==> config.mk <==
export PLATFORM = sky130hd
export DESIGN_NAME = mult_acc_flat
export DESIGN_NICKNAME = d
export VERILOG_FILES = /design/src/rtl/mult_pkg.sv /design/src/rtl/mult_acc_if.sv /design/src/rtl/mult_acc_fifo.sv /design/src/rtl/mult_acc.sv /design/src/flat_wrapper.sv
export SDC_FILE = /design/constraint.sdc
export NUM_CORES = 1
export LEC_CHECK = 0
export CORE_MARGIN = 8
export CORE_UTILIZATION = 60
export CTS_BUF_LIST = sky130_fd_sc_hd__clkbuf_4 sky130_fd_sc_hd__clkbuf_8
export DETAILED_ROUTE_END_ITERATION = 16
export PLACE_DENSITY_LB_ADDON = 0.15
export REMOVE_ABC_BUFFERS = 1
export SLEW_MARGIN = 0
export SYNTH_ARGS = -nofsm -noshare
export SYNTH_HDL_FRONTEND = slang
export SYNTH_HIERARCHICAL = 1
export SYNTH_SLANG_ARGS = --single-unit
==> constraint.sdc <==
create_clock -name clk -period 4.2 [get_ports clk]
set_input_delay 0.42 -clock clk [delete_from_list [all_inputs] [get_ports clk]]
set_output_delay 0.42 -clock clk [all_outputs]
set_load 0.01 [all_outputs]
==> src/rtl/mult_pkg.sv <==
// Shared types and default sizing for the mult_acc accumulation stage.
package mult_pkg;

    localparam int PROD_W         = 16;
    localparam int ACC_W_DEF      = 20;
    localparam int N_TERMS_DEF    = 4;
    localparam int FIFO_DEPTH_DEF = 2;

    typedef enum logic [1:0] {
        IDLE,
        ACCUM,
        HOLD
    } state_t;

endpackage

==> src/rtl/mult_acc_if.sv <==
// Product-in / result-out bus of mult_acc; master drives products and control.
interface mult_acc_if import mult_pkg::*; #(
    parameter int ACC_W = ACC_W_DEF
);

    logic             activate;
    logic             clear;
    logic             prod_valid;
    logic [7:0]       prod_lo;
    logic [7:0]       prod_hi;
    logic             prod_ready;
    logic [ACC_W-1:0] acc_out;
    logic             acc_valid;
    logic             acc_ready;
    logic             overflow;
    logic [7:0]       term_cnt;

    modport master (
        output activate, clear, prod_valid, prod_lo, prod_hi, acc_ready,
        input  prod_ready, acc_out, acc_valid, overflow, term_cnt
    );

    modport slave (
        input  activate, clear, prod_valid, prod_lo, prod_hi, acc_ready,
        output prod_ready, acc_out, acc_valid, overflow, term_cnt
    );

endinterface

==> src/rtl/mult_acc_fifo.sv <==
// Small synchronous FIFO buffering products ahead of the accumulator.
module mult_acc_fifo import mult_pkg::*; #(
    parameter int WIDTH = PROD_W,
    parameter int DEPTH = FIFO_DEPTH_DEF
) (
    input  logic             clk,
    input  logic             reset,
    input  logic             flush,
    input  logic             push,
    input  logic             pop,
    input  logic [WIDTH-1:0] din,
    output logic [WIDTH-1:0] dout,
    output logic             full,
    output logic             empty
);

    localparam int            AW       = $clog2(DEPTH);
    localparam logic [AW:0]   FULL_CNT = (AW+1)'(DEPTH);

    logic [WIDTH-1:0] mem_q [DEPTH];
    logic [AW-1:0]    wr_ptr_q;
    logic [AW-1:0]    rd_ptr_q;
    logic [AW:0]      count_q;
    logic [AW:0]      count_d;
    logic             full_q;
    logic             empty_q;
    logic             do_push;
    logic             do_pop;

    assign do_push = push && !full_q && !flush;
    assign do_pop  = pop && !empty_q && !flush;

    always_comb begin
        // NOTE: default first so every path assigns count_d and no latch is inferred.
        count_d = count_q;
        if (flush) begin
            count_d = '0;
        end else if (do_push && !do_pop) begin
            count_d = count_q + 1'b1;
        end else if (do_pop && !do_push) begin
            count_d = count_q - 1'b1;
        end
    end

    // NOTE: state uses non-blocking assignments so all registers update from pre-edge values.
    always_ff @(posedge clk or posedge reset) begin
        if (reset) begin
            wr_ptr_q <= '0;
            rd_ptr_q <= '0;
            count_q  <= '0;
            full_q   <= 1'b0;
            empty_q  <= 1'b1;
        end else begin
            if (flush) begin
                wr_ptr_q <= '0;
                rd_ptr_q <= '0;
            end else begin
                if (do_push) wr_ptr_q <= wr_ptr_q + 1'b1;
                if (do_pop)  rd_ptr_q <= rd_ptr_q + 1'b1;
            end
            count_q <= count_d;
            full_q  <= (count_d == FULL_CNT);
            empty_q <= (count_d == '0);
        end
    end

    // NOTE: storage is not reset; the pointers and flags alone define which entries are valid.
    always_ff @(posedge clk) begin
        if (do_push) mem_q[wr_ptr_q] <= din;
    end

    assign dout  = mem_q[rd_ptr_q];
    assign full  = full_q;
    assign empty = empty_q;

endmodule

==> src/rtl/mult_acc.sv <==
// Sums N_TERMS 16-bit products into an ACC_W accumulator with valid/ready output.
// Define MULT_ACC_SAT_EN to saturate on carry-out instead of wrapping.
module mult_acc import mult_pkg::*; #(
    parameter int ACC_W      = ACC_W_DEF,
    parameter int N_TERMS    = N_TERMS_DEF,
    parameter int FIFO_DEPTH = FIFO_DEPTH_DEF
) (
    input  logic     clk,
    input  logic     reset,
    mult_acc_if.slave bus
);

    localparam logic [7:0] N_LAST = 8'(N_TERMS);

    state_t            state_q;
    logic [ACC_W-1:0]  acc_q;
    logic [7:0]        cnt_q;
    logic              ovf_q;
    logic              valid_q;

    logic [PROD_W-1:0] fifo_dout;
    logic              fifo_full;
    logic              fifo_empty;
    logic              push;
    logic              pop;
    logic [ACC_W:0]    sum_d;
    logic [ACC_W-1:0]  acc_add_d;

    assign push = bus.prod_valid && bus.prod_ready;
    assign pop  = (state_q == ACCUM) && bus.activate && !fifo_empty && !bus.clear;

    mult_acc_fifo #(
        .WIDTH (PROD_W),
        .DEPTH (FIFO_DEPTH)
    ) u_fifo (
        .clk   (clk),
        .reset (reset),
        .flush (bus.clear),
        .push  (push),
        .pop   (pop),
        .din   ({bus.prod_hi, bus.prod_lo}),
        .dout  (fifo_dout),
        .full  (fifo_full),
        .empty (fifo_empty)
    );

    always_comb begin
        sum_d = {1'b0, acc_q} + {{(ACC_W+1-PROD_W){1'b0}}, fifo_dout};
`ifdef MULT_ACC_SAT_EN
        acc_add_d = sum_d[ACC_W] ? '1 : sum_d[ACC_W-1:0];
`else
        acc_add_d = sum_d[ACC_W-1:0];
`endif
    end

    // Clear outranks everything but reset; a result completes on the edge of its last add.
    always_ff @(posedge clk or posedge reset) begin
        if (reset) begin
            state_q <= IDLE;
            acc_q   <= '0;
            cnt_q   <= '0;
            ovf_q   <= 1'b0;
            valid_q <= 1'b0;
        end else if (bus.clear) begin
            state_q <= IDLE;
            acc_q   <= '0;
            cnt_q   <= '0;
            ovf_q   <= 1'b0;
            valid_q <= 1'b0;
        end else begin
            case (state_q)
                IDLE: begin
                    if (bus.activate) state_q <= ACCUM;
                end
                ACCUM: begin
                    if (pop) begin
                        acc_q <= acc_add_d;
                        cnt_q <= cnt_q + 1'b1;
                        if (sum_d[ACC_W]) ovf_q <= 1'b1;
                        if (cnt_q + 1'b1 == N_LAST) begin
                            state_q <= HOLD;
                            valid_q <= 1'b1;
                        end
                    end
                end
                HOLD: begin
                    if (bus.acc_ready) begin
                        acc_q   <= '0;
                        cnt_q   <= '0;
                        ovf_q   <= 1'b0;
                        valid_q <= 1'b0;
                        state_q <= bus.activate ? ACCUM : IDLE;
                    end
                end
                default: state_q <= IDLE;
            endcase
        end
    end

    assign bus.prod_ready = !fifo_full;
    assign bus.acc_out    = acc_q;
    assign bus.acc_valid  = valid_q;
    assign bus.overflow   = ovf_q;
    assign bus.term_cnt   = cnt_q;

endmodule

==> src/flat_wrapper.sv <==
// flat-port wrapper written by rule: the top's interface ports become plain ports
module mult_acc_flat import mult_pkg::*;
#(
    parameter int ACC_W      = ACC_W_DEF,
    parameter int N_TERMS    = N_TERMS_DEF,
    parameter int FIFO_DEPTH = FIFO_DEPTH_DEF
)
  (clk, reset, bus_activate, bus_clear, bus_prod_valid, bus_prod_lo, bus_prod_hi, bus_acc_ready, bus_prod_ready, bus_acc_out, bus_acc_valid, bus_overflow, bus_term_cnt);
  mult_acc_if #(.ACC_W(ACC_W)) bus_i ();
  input  logic clk;
  input  logic reset;
  input wire logic [$bits(bus_i.activate)-1:0] bus_activate;
  input wire logic [$bits(bus_i.clear)-1:0] bus_clear;
  input wire logic [$bits(bus_i.prod_valid)-1:0] bus_prod_valid;
  input wire logic [$bits(bus_i.prod_lo)-1:0] bus_prod_lo;
  input wire logic [$bits(bus_i.prod_hi)-1:0] bus_prod_hi;
  input wire logic [$bits(bus_i.acc_ready)-1:0] bus_acc_ready;
  output wire logic [$bits(bus_i.prod_ready)-1:0] bus_prod_ready;
  output wire logic [$bits(bus_i.acc_out)-1:0] bus_acc_out;
  output wire logic [$bits(bus_i.acc_valid)-1:0] bus_acc_valid;
  output wire logic [$bits(bus_i.overflow)-1:0] bus_overflow;
  output wire logic [$bits(bus_i.term_cnt)-1:0] bus_term_cnt;
  assign bus_i.activate = bus_activate;
  assign bus_i.clear = bus_clear;
  assign bus_i.prod_valid = bus_prod_valid;
  assign bus_i.prod_lo = bus_prod_lo;
  assign bus_i.prod_hi = bus_prod_hi;
  assign bus_i.acc_ready = bus_acc_ready;
  assign bus_prod_ready = bus_i.prod_ready;
  assign bus_acc_out = bus_i.acc_out;
  assign bus_acc_valid = bus_i.acc_valid;
  assign bus_overflow = bus_i.overflow;
  assign bus_term_cnt = bus_i.term_cnt;
  mult_acc #(.ACC_W(ACC_W), .N_TERMS(N_TERMS), .FIFO_DEPTH(FIFO_DEPTH)) u_core (.clk(clk), .reset(reset), .bus(bus_i));
endmodule
* Word level (Yosys, flattened, before mapping)
Memories as Yosys holds them, arrays and structs flattened.
Index checks and enable logic that the tools add are counted.
** Operators by class
- Equality and inequality tests :: 9
- Reductions and logical operators :: 24
- Mux-type cells :: 33
- Add/subtract/negate cells :: 6
** Operators by type and width (count)
- $mux W20 :: 3
- $pmux W20 S2 :: 1
- $mux W8 :: 3
- $add A20 B16 Y21 :: 1
- $mux W2 :: 8
- $pmux W8 S2 :: 1
- $mux W1 :: 14
- $ne A3 B3 Y1 const B :: 4
- $reduce_and A4 Y1 :: 3
- $logic_and A1 B1 Y1 :: 10
- $add A8 B1 Y8 const B :: 1
- $eq A8 B3 Y1 const B :: 1
- $pmux W2 S3 :: 1
- $logic_not A1 Y1 :: 5
- $eq A2 B2 Y1 const B :: 2
- $logic_not A2 Y1 :: 2
- $pmux W1 S2 :: 2
- $reduce_bool A2 Y1 :: 2
- $ne A3 B2 Y1 const B :: 1
- $reduce_and A3 Y1 :: 1
- $reduce_bool A3 Y1 :: 1
- $add A1 B1 Y1 const B :: 2
- $add A2 B1 Y2 const B :: 1
- $eq A2 B1 Y1 const B :: 1
- $sub A2 B1 Y2 const B :: 1
** Storage, ports and cells
- Output and inout bits :: 31
- Word-level logic and storage cells :: 83
- Memories kept :: 1
- Register bits :: 38
- Input port bits :: 22
- Memory bits (writable) :: 32
** Memory list
- u_core.u_fifo.mem_q :: words 2, width 16, rd ports 1, clocked after memory_dff 0, wr ports 1, RTL line mult_acc_fifo.sv:20 : logic [WIDTH-1:0] mem_q [DEPTH];

* Depth between registers and ports, before layout
Gate-level depths: netlist (run 1).
- Depth in word-level cells :: 11
- Gate-level depth with buffers :: 12

* Modules after synthesis
Netlist (run 1), hierarchy kept.
** By module, submodules not included
- mult_acc :: instances 1, cells an instance 242, area an instance 2165.8 um2
- mult_acc_fifo :: instances 1, cells an instance 84, area an instance 1492.7 um2

* Worst setup path after synthesis (run 1)
OpenSTA, ideal clock, no wires.
- Path kind :: reg2reg
- Start point :: register u_core.u_fifo.rd_ptr_q
- End point :: register u_core.acc_q[18], in the netlist u_core/bus.acc_out[18]
- Setup time :: 0.125 ns
- Data required time :: 4.075 ns
- Buffers on the path :: 2
- Stages on the path, launching flop included :: 12
- Arrival time :: 2.671 ns
- Path slack :: 1.404 ns
- Path through :: dfrtp_1 > buf_2 > buf_2 > mux2_2 > fa_1 > a211oi_1 > nor3_1 > o32ai_1 > o31ai_2 > nand4_1 > xor2_1 > nor2_1
** Between the ends
- Word-level cells in the longest chain between the ends :: 5
** Ends and longest elaborated chain
- start, declared :: RTL line mult_acc_fifo.sv:22 : logic [AW-1:0] rd_ptr_q;
- start signal, assigned :: RTL line mult_acc_fifo.sv:59 : if (do_pop) rd_ptr_q <= rd_ptr_q + 1'b1;
- $mem_v2 Z2 W16
- net u_core.fifo_dout[1] :: RTL line mult_acc.sv:21 : logic [PROD_W-1:0] fifo_dout;
- $add A20 B16 Y21 :: RTL line mult_acc.sv:48 : sum_d = {1'b0, acc_q} + {{(ACC_W+1-PROD_W){1'b0}}, fifo_dout};
- $mux W20 :: RTL line mult_acc.sv:76 : if (pop) begin
- $pmux W20 S2 :: RTL line mult_acc.sv:71 : case (state_q)
- $mux W20 :: RTL line mult_acc.sv:64 : end else if (bus.clear) begin
- end signal, assigned :: RTL line mult_acc.sv:60 : acc_q <= '0;
- end signal, assigned :: RTL line mult_acc.sv:66 : acc_q <= '0;
- end signal, assigned :: RTL line mult_acc.sv:77 : acc_q <= acc_add_d;
- end, declared :: RTL line mult_acc.sv:16 : logic [ACC_W-1:0] acc_q;
The timed path passes the listed nets, and every way through them passes these cells. The select of a mux whose other input is x is not followed.
A chain may end at the register's enable or synchronous reset.

* Worst setup path in the final report (run 1)
- Start point :: register u_core.u_fifo.rd_ptr_q
- End point :: register u_core.acc_q[16], in the netlist u_core/bus.acc_out[16]
Same word-level chain as after synthesis.

==> results of run 1 <==
-- synthesized netlist by cell type (all sizes together) (4+ instances only) --
library cell  number
a21oi             20
nand2b             5
xnor2             10
a22o               5
dfrtp             37
ha                17
mux2              16
nor2              24
clkbuf             5
o31ai              5
a21o               6
a211oi             5
buf                4
nand2             31
inv                6
xor2              11
edfxtp            32
and3               7
nand3              6
nor3               6
o21ai             35
nor2b              7
-- per-stage QoR --
step                total power [µW]  cells  setup WS [ps]
floorplan                       1353    317           1260
global placement                1571    447           1022
detailed placement              1591    447          846.9
CTS                             2114    463          998.4
global route                    2214    463          723.4
finish                          2102    463           1006
-- area by class of cell --
type | count | area, µm²
Tap cell | 75 | 93.84
Timing Repair Buffer | 55 | 543.0
Sequential cell | 70 | 1913
Clock inverter | 6 | 52.55
Clock buffer | 10 | 131.4
Inverter | 7 | 26.28
Multi-Input combinational cell | 240 | 1673
Fill cell | 422 | 1488
-- critical path, delay by kind of cell (launching register included) --
family / cells / cell delay (ps)
adder cells (fa/ha/maj): 1 / 450
AO/OA/AOI/OAI: 3 / 910
buffers and inverters: 1 / 280
flip-flops: 1 / 580
multiplexers: 1 / 390
XOR/XNOR: 1 / 160
AND/OR/NAND/NOR: 3 / 310
-- routing by layer --
layer / part of all wire / GRT usage
met1: 0.43 / 0.2226
met2: 0.50 / 0.3209
met3: 0.048 / 0.04237
met4: 0.020 / 0.1096
met5: 0 / 0
-- sequential cells by signal, indices dropped and copies added (netlist names) --
signal                  count
u_core/u_fifo/mem_q        32
u_core/bus.acc_out         20
u_core/bus.term_cnt         8
u_core/state_q              2
u_core/u_fifo/count_q       2
u_core/bus.acc_valid        1
u_core/bus.overflow         1
u_core/u_fifo/empty         1
u_core/u_fifo/full          1
u_core/u_fifo/rd_ptr_q      1
u_core/u_fifo/wr_ptr_q      1
-- where the power goes --
group          internal [µW]  leakage [µW]  switching, µW
Clock                    274     0.0000983            237
Sequential               806      0.000804           64.8
Combinational            332      0.000902            388
-- logic make-up after synthesis --
kind of cell	synth area share
and+or+nand+nor	0.1368
AOI/OAI and AO/OA	0.1560
DFF	0.5229
xor gates and xnor gates	0.05027
adders and majority gates	0.06361
buffers and inverters	0.02120
muxes	0.04925
-- how the worst min path moves through the flow --
stage                                   from  cells after the start                       end  slack, ps
finish                                 reset                      2  u_core/u_fifo/count_q[0]        320
global route                           reset                      2  u_core/u_fifo/count_q[0]        350
CTS                                    reset                      2  u_core/u_fifo/count_q[0]        310
detailed placement  u_core/u_fifo/count_q[1]                      1       u_core/u_fifo/empty        480
global placement    u_core/u_fifo/count_q[1]                      1       u_core/u_fifo/empty        470
floorplan                              reset                      1  u_core/u_fifo/count_q[0]        210
==> results.txt, run 1 <==
* Category of the worst setup path capture point: register
- Post-CTS sizing: 0
- Final cycle utilization of the critical path: 0.7604
- Worst-skew pair later-pin latency: 340 ps
- Sum of routed wire length over all layers: 7.984 mm
- For this run, the slowest stage of the critical path takes 580 ps.
- The detail route stage leaves a number of antenna-violating nets equal to 0.
- For the finished layout, the period the worst path requires is 3194 ps.
* Via count of the first global-routing pass: 2804
* Most common cell after layout, fill and taps aside: sky130_fd_sc_hd__clkdlybuf4s50_1
* Unique masters post-synth: 50
* Reported leakage power: around 0.0018 µW
- Number of synthesized register bits: 70
- Final hold viol count: 0
* Outcome: finished, final reports clean
- Adding up every negative setup slack in the final design gives 0 ps.
- Entering global routing, the biggest net connects 33 pins.
* TritonCTS clock tree: yes
* Chip width: between 90 and 100 µm
- First-pass GRT wire length: around 13 mm
- On the final layout, the worst hold slack is about 320 ps.
- Maximum clock path buffer count: 2
- Final count of pins violating max slew: 0
* Clock slew at the register clock pins of the worst setup and hold paths: about 70 ps
- The number of antenna violations at the first check in global routing is 0.
- The most critical setup path has its startpoint at u_core/u_fifo/rd_ptr_q.
* Cells traversed along the worst timing path: buf_4, mux2_2, fa_1, a211oi_1, nor3_1, o32ai_1, o31ai_2, nand2_1, xor2_1, nor2_1
* Total clock buffers created by CTS: 9
- Cells after synthesis: between 300 and 400
- Count of cells along the worst register-to-register path: 10
- Setup repair after global routing left no endpoint under its margin.
* DR iter-0 viols: 140
* Initial Utilization: 0.6179
* Count of flip-flops with a built-in enable after synthesis: 32
* Area growth from synthesis to layout: 21.17%
* Top_reg_cell synth: sky130_fd_sc_hd__dfrtp_1
- Drt first pass iters: 4
- VDD sags by at most 0.2888 mV.
- Power Dens Cells: roughly 470 nW/µm²
- Worst Path Required: 4420 ps
- Of the post-synthesis cell area, the dominant cell type holds 0.2627.
- The critical path ends at u_core/bus.acc_out[16].
- In this run the mean area of a mapped cell was 11.22 µm².
* Vias per cell: 5.868
- Ys async rst share: 0.5429
- At the end of the flow the core is filled with cells to 0.7487.
- Half-perimeter wire length after placement: around 5.7 mm
* Sequential-to-total area share from yosys stat: 0.5229
* Commonest non-fill, non-tap cells in the layout: sky130_fd_sc_hd__clkdlybuf4s50_1 (52), sky130_fd_sc_hd__dfrtp_1 (37), sky130_fd_sc_hd__edfxtp_1 (32)
- Most area-hungry cell type in the Yosys netlist: sky130_fd_sc_hd__edfxtp_1
- Worst-margin pin slew: 1123 ps
* Std cell rows: 28
- Antenna cell count: 0
- Hold/Removal Path Class: in -> async
- Count of input and output buffers: between 50 and 60
* Crit path launch type: register
* Number of clock sinks: 70
* Post-route clock skew: 3.506 ps
- Hold buffer count at CTS: 0
* Die Outline Area: 8852 µm²
- Along the worst path, the maximum fanout reaches 10.
* H-Tree Level Count: 3
- Based on the critical path, the design can be clocked at up to roughly 310 MHz.
* Number of max-capacitance violations reported: 0
- For this run, the total global-route usage over all layers was measured as 0.1921.
- RePlAce Congestion: about 0.9
* Netlist area before placement: 3659 µm²
- Yosys warning count: 6
- After detailed routing, the number of remaining DRC violations is 0.
* Crit path max-delay cell type: sky130_fd_sc_hd__dfrtp_1
* Root buffer cell: sky130_fd_sc_hd__clkbuf_8
* Final setup vio count: 0
- For this block, the via count after detailed routing is 2717.
- Normalized max-slew margin: 0.2508
* R2r startpoint: u_core/u_fifo/rd_ptr_q
- In this run the post-CTS setup repair buffer count came out at 0.
- The finished cells cover 4433 µm².
- Placement Cell Area: 4249 µm²
- Critical path class: reg -> reg
* Cells taking the most area after synthesis: sky130_fd_sc_hd__edfxtp_1 (26%), sky130_fd_sc_hd__dfrtp_1 (25%), sky130_fd_sc_hd__ha_1 (5.8%)
- Reg-to-reg slack, setup: 1010 ps
* Global route overflow: 0
- Area of the core: 5921 µm²
- Die height: 94.09 µm
* Routed length per instance: between 15 and 20 µm
- Number of primary I/O pins: 53
* Post-layout net count: 423
- Arr. time, crit path: around 3400 ps
- Worst reg2reg path endpoint: u_core/bus.acc_out[16]
* Share of layout cells above drive strength 1: 0.1289
No activity file was read; power rests on OpenSTA's default activity.
==> inputs of run 2 (changes only) <==
--- a/config.mk
+++ b/config.mk
@@ -6,7 +6,7 @@
 export NUM_CORES = 1
 export LEC_CHECK = 0
 export CORE_MARGIN = 8
-export CORE_UTILIZATION = 60
+export CORE_UTILIZATION = 56
 export CTS_BUF_LIST = sky130_fd_sc_hd__clkbuf_4 sky130_fd_sc_hd__clkbuf_8
 export DETAILED_ROUTE_END_ITERATION = 16
 export PLACE_DENSITY_LB_ADDON = 0.15
==> constraint.sdc (replaced) <==
create_clock -name clk -period 2.95 [get_ports clk]
set_input_delay 0.295 -clock clk [delete_from_list [all_inputs] [get_ports clk]]
set_output_delay 0.295 -clock clk [all_outputs]
set_load 0.01 [all_outputs]
==> run 2 against run 1 <==
Compared with the run above: wire length increased by 5.0%; sequential power increased by 42%; clock power increased by 41%; critical path type unchanged; sequential share of layout area decreased by 0.96 points; cell count increased by 1.7%; non-clock buffer count increased by 6.
==> results.txt, run 2 (synthesis results as in run 1) <==
* Outcome: finished, final reports clean
- The wire length after detailed routing was 8.381 mm (+5.0%).
- The die area was 9375 µm² (+5.9%).
* Share of layout cells above drive strength 1: 0.1574 (+0.02849)
- The number of design rule violations left after detail routing is 0 (unchanged).
- Total clock buffers created by CTS: 9 (unchanged)
* Global route overflow: 0 (unchanged)
* Via count of the first global-routing pass: 2913 (+3.9%)
* Area of the multi-input gates: 1699 µm² (+1.6%)
- Walking the worst path, the cells encountered are buf_12, mux2_2, ha_1, a21oi_1, o21ai_1, and3_1, a211o_2, a221oi_4, or4_4, a21oi_2.
* Number of primary I/O pins: 53 (unchanged)
- Category of the worst setup path capture point: register
- Worst VDD drop: 0.4474 mV (+55%)
- The endpoint identified for the worst register-to-register timing path is u_core/bus.acc_out[19].
- The net count reported at finish came to 429 (+1.4%).
- Initial antenna violation count: 0 (unchanged)
- Normalized max-slew margin: 0.6601 (+0.4093)
- Leaving out fill and tap cells, the most frequent cell in the layout is sky130_fd_sc_hd__clkdlybuf4s50_1.
- Maximum clock path buffer count: 2 (unchanged)
- Chip width: 96.83 µm (+2.9%)
* Final setup vio count: 0 (unchanged)
* Final design instance area without fill: 4534 µm² (+2.3%)
- Area of the core: 6350 µm² (+7.2%)
- The total leakage power is 0.001844 µW (+2.2%).
- The met2 usage in global routing was 0.3115 (-0.009428).
* Critical path origin: u_core/u_fifo/rd_ptr_q
* Highest net fanout along the worst path: 16 (+6)
- The setup path with the least slack is of type reg -> reg.
- Number of fill cells in the layout: 449 (+6.4%)
- In this run the worst hold path is classified as in -> async.
- Setup repair after global routing left no endpoint under its margin.
- The flip-flop and latch area is 1913 µm² (unchanged).
* Number of flip-flops under the largest register name: 32 (unchanged)
- Post-CTS sizing: 0 (unchanged)
* Global routing met1 resource utilization: 0.2137 (-0.008868)
* Power Dens Cells: 669.5 nW/µm² (+41%)
- The standard-cell row count came to 29 (+3.6%).
- The final cell utilization of the core is 0.7141 (-0.03464).
- Met3 GRT Util: 0.03983 (-0.002537)
* Worst-margin pin slew: 507.6 ps (-615.0 ps)
* Hold buffer count at CTS: 0 (unchanged)
- The number of DRC markers in iteration 0 was 143 (+2.1%).
- More flip-flops sit in one register than any other, and that register is u_core/u_fifo/mem_q.
- Worst-skew pair later-pin latency: 330 ps (about the same)
- The worst endpoint required time is 3160 ps (-1260 ps).
* Largest net degree at the start of global routing: 33 (unchanged)
- The fmax is 351.6 MHz (+12%).
- RePlAce Congestion: 0.8410 (-4.5%)
- The first-pass GRT wire length was 14.08 mm (+6.4%).
* Final hold viol count: 0 (unchanged)
- The post-detailed-placement half-perimeter wirelength is 6.033 mm (+6.6%).
- TritonCTS clock tree: yes
- Commonest non-fill, non-tap cells in the layout: sky130_fd_sc_hd__clkdlybuf4s50_1 (52), sky130_fd_sc_hd__dfrtp_1 (37), sky130_fd_sc_hd__edfxtp_1 (32)
- The final clock skew was 9.784 ps (+6.279 ps).
- The per-cell routed wire length came to 17.79 µm (+3.2%).
- Clock slew at the register clock pins of the worst setup and hold paths: 70 ps (about the same)
- The most critical setup path has its endpoint at u_core/bus.acc_out[19].
* Post-layout min period: 2844 ps (-349.8 ps)
- Summed negative setup slack over all endpoints: 0 ps (unchanged)
- Arr. time, crit path: 3050 ps (-360 ps)
- Stages on the worst setup path: 10 (unchanged)
- Antenna cell count: 0 (unchanged)
* Cell class contributing the biggest share of worst-path delay: compound AO/OA/AOI/OAI gates
* Number of max-capacitance violations reported: 0 (unchanged)
* Final count of pins violating max slew: 0 (unchanged)
- The area growth from synthesis to layout is 23.94%.
- Among all stages on the critical path, the largest delay is contributed by sky130_fd_sc_hd__dfrtp_1.
- Final cycle utilization of the critical path: 0.9640 (+0.2036)
* Count of cells along the worst register-to-register path: 10 (unchanged)
- The worst hold margin was 208.9 ps (-114.7 ps).
- The maximum single-stage delay on the critical path is 410 ps (-170 ps).
- The height of the die is 96.83 µm (+2.9%).
- The worst setup path is launched from a register.
- Count of input and output buffers: 52 (unchanged)
* Inst Count DP: 455 (+1.8%)
* Worst Path Buf+Inv: 1 (unchanged)
- Post-CTS Setup Repair Bufs: 0 (unchanged)
- Most used routing layer in global routing: met2
* Residual antenna-violating net count after detailed routing: 0 (unchanged)
- All-Layer GR Usage: 0.1815 (-0.01058)
* R2r startpoint: u_core/u_fifo/rd_ptr_q
* Number of clock sinks: 70 (unchanged)
- Final std cells w/o fill: 471 (+1.7%)
- The effective utilization at floorplan was 0.5762 (-0.04176).
* Total via count in the routed design: 2743 (+0.96%)
- The length of the first detailed-routing pass in iterations was 4 (unchanged).
- The total number of H-tree levels is 3 (unchanged).
- The instance area at placement was 4322 µm² (+1.7%).
* Reg-to-reg slack, setup: 110 ps (-900 ps)
- The tree is rooted in a sky130_fd_sc_hd__clkbuf_8.
* Vias per cell: 5.824 (-0.76%)
[run 2: changes by cell type in the layout (fill, tap and decap cells not counted), moves of 2 or more]
cell,change
sky130_fd_sc_hd__clkinv_1,-2
sky130_fd_sc_hd__buf_12,+2
sky130_fd_sc_hd__clkbuf_4,+3
sky130_fd_sc_hd__buf_4,+4
sky130_fd_sc_hd__clkinv_2,-2
sky130_fd_sc_hd__clkbuf_8,+2
[run 2: worst min path at each step]
stage,from,end,slack [ps]
finish,reset,u_core/u_fifo/full,210
global route,reset,u_core/u_fifo/full,230
CTS,reset,u_core/u_fifo/full,200
detailed placement,u_core/u_fifo/count_q[1],u_core/u_fifo/empty,470
global placement,u_core/u_fifo/count_q[1],u_core/u_fifo/empty,470
floorplan,reset,u_core/u_fifo/count_q[0],90
[run 2: area by class of cell]
class | instances | area share
Clock buffer | 15 | 0.04001
Clock inverter | 1 | 0.001104
Inverter | 7 | 0.005795
Multi-Input combinational cell | 240 | 0.3747
Sequential cell | 70 | 0.4219
Tap cell | 77 | 0.02125
Timing Repair Buffer | 61 | 0.1352
[run 2: power by group]
group,internal (µW),switching (µW)
combinational,501,575
clock,389,331
sequential,1150,92.2
[run 2: metrics by stage]
stage	setup slack [ps]	total power, µW
floorplan	10.00	1926
global placement	238.0	2271
detailed placement	154.6	2305
CTS	156.3	3033
global route	12.02	3213
finish	106.1	3036
[run 2: metal layers]
metal | part of all wire | up-vias
met1 | 0.43 | 1326
met2 | 0.50 | 85
met5 | 0 | -
met4 | 0.016 | 0
li1 | - | 1316
met3 | 0.046 | 16
==> inputs of run 3 (changes only) <==
--- a/config.mk
+++ b/config.mk
@@ -11,7 +11,7 @@
 export DETAILED_ROUTE_END_ITERATION = 16
 export PLACE_DENSITY_LB_ADDON = 0.15
 export REMOVE_ABC_BUFFERS = 1
-export SLEW_MARGIN = 0
+export SLEW_MARGIN = 20
 export SYNTH_ARGS = -nofsm -noshare
 export SYNTH_HDL_FRONTEND = slang
 export SYNTH_HIERARCHICAL = 1
==> results of run 3 <==
Same layout as run 2: the final DEF is identical, and so are final timing and power.
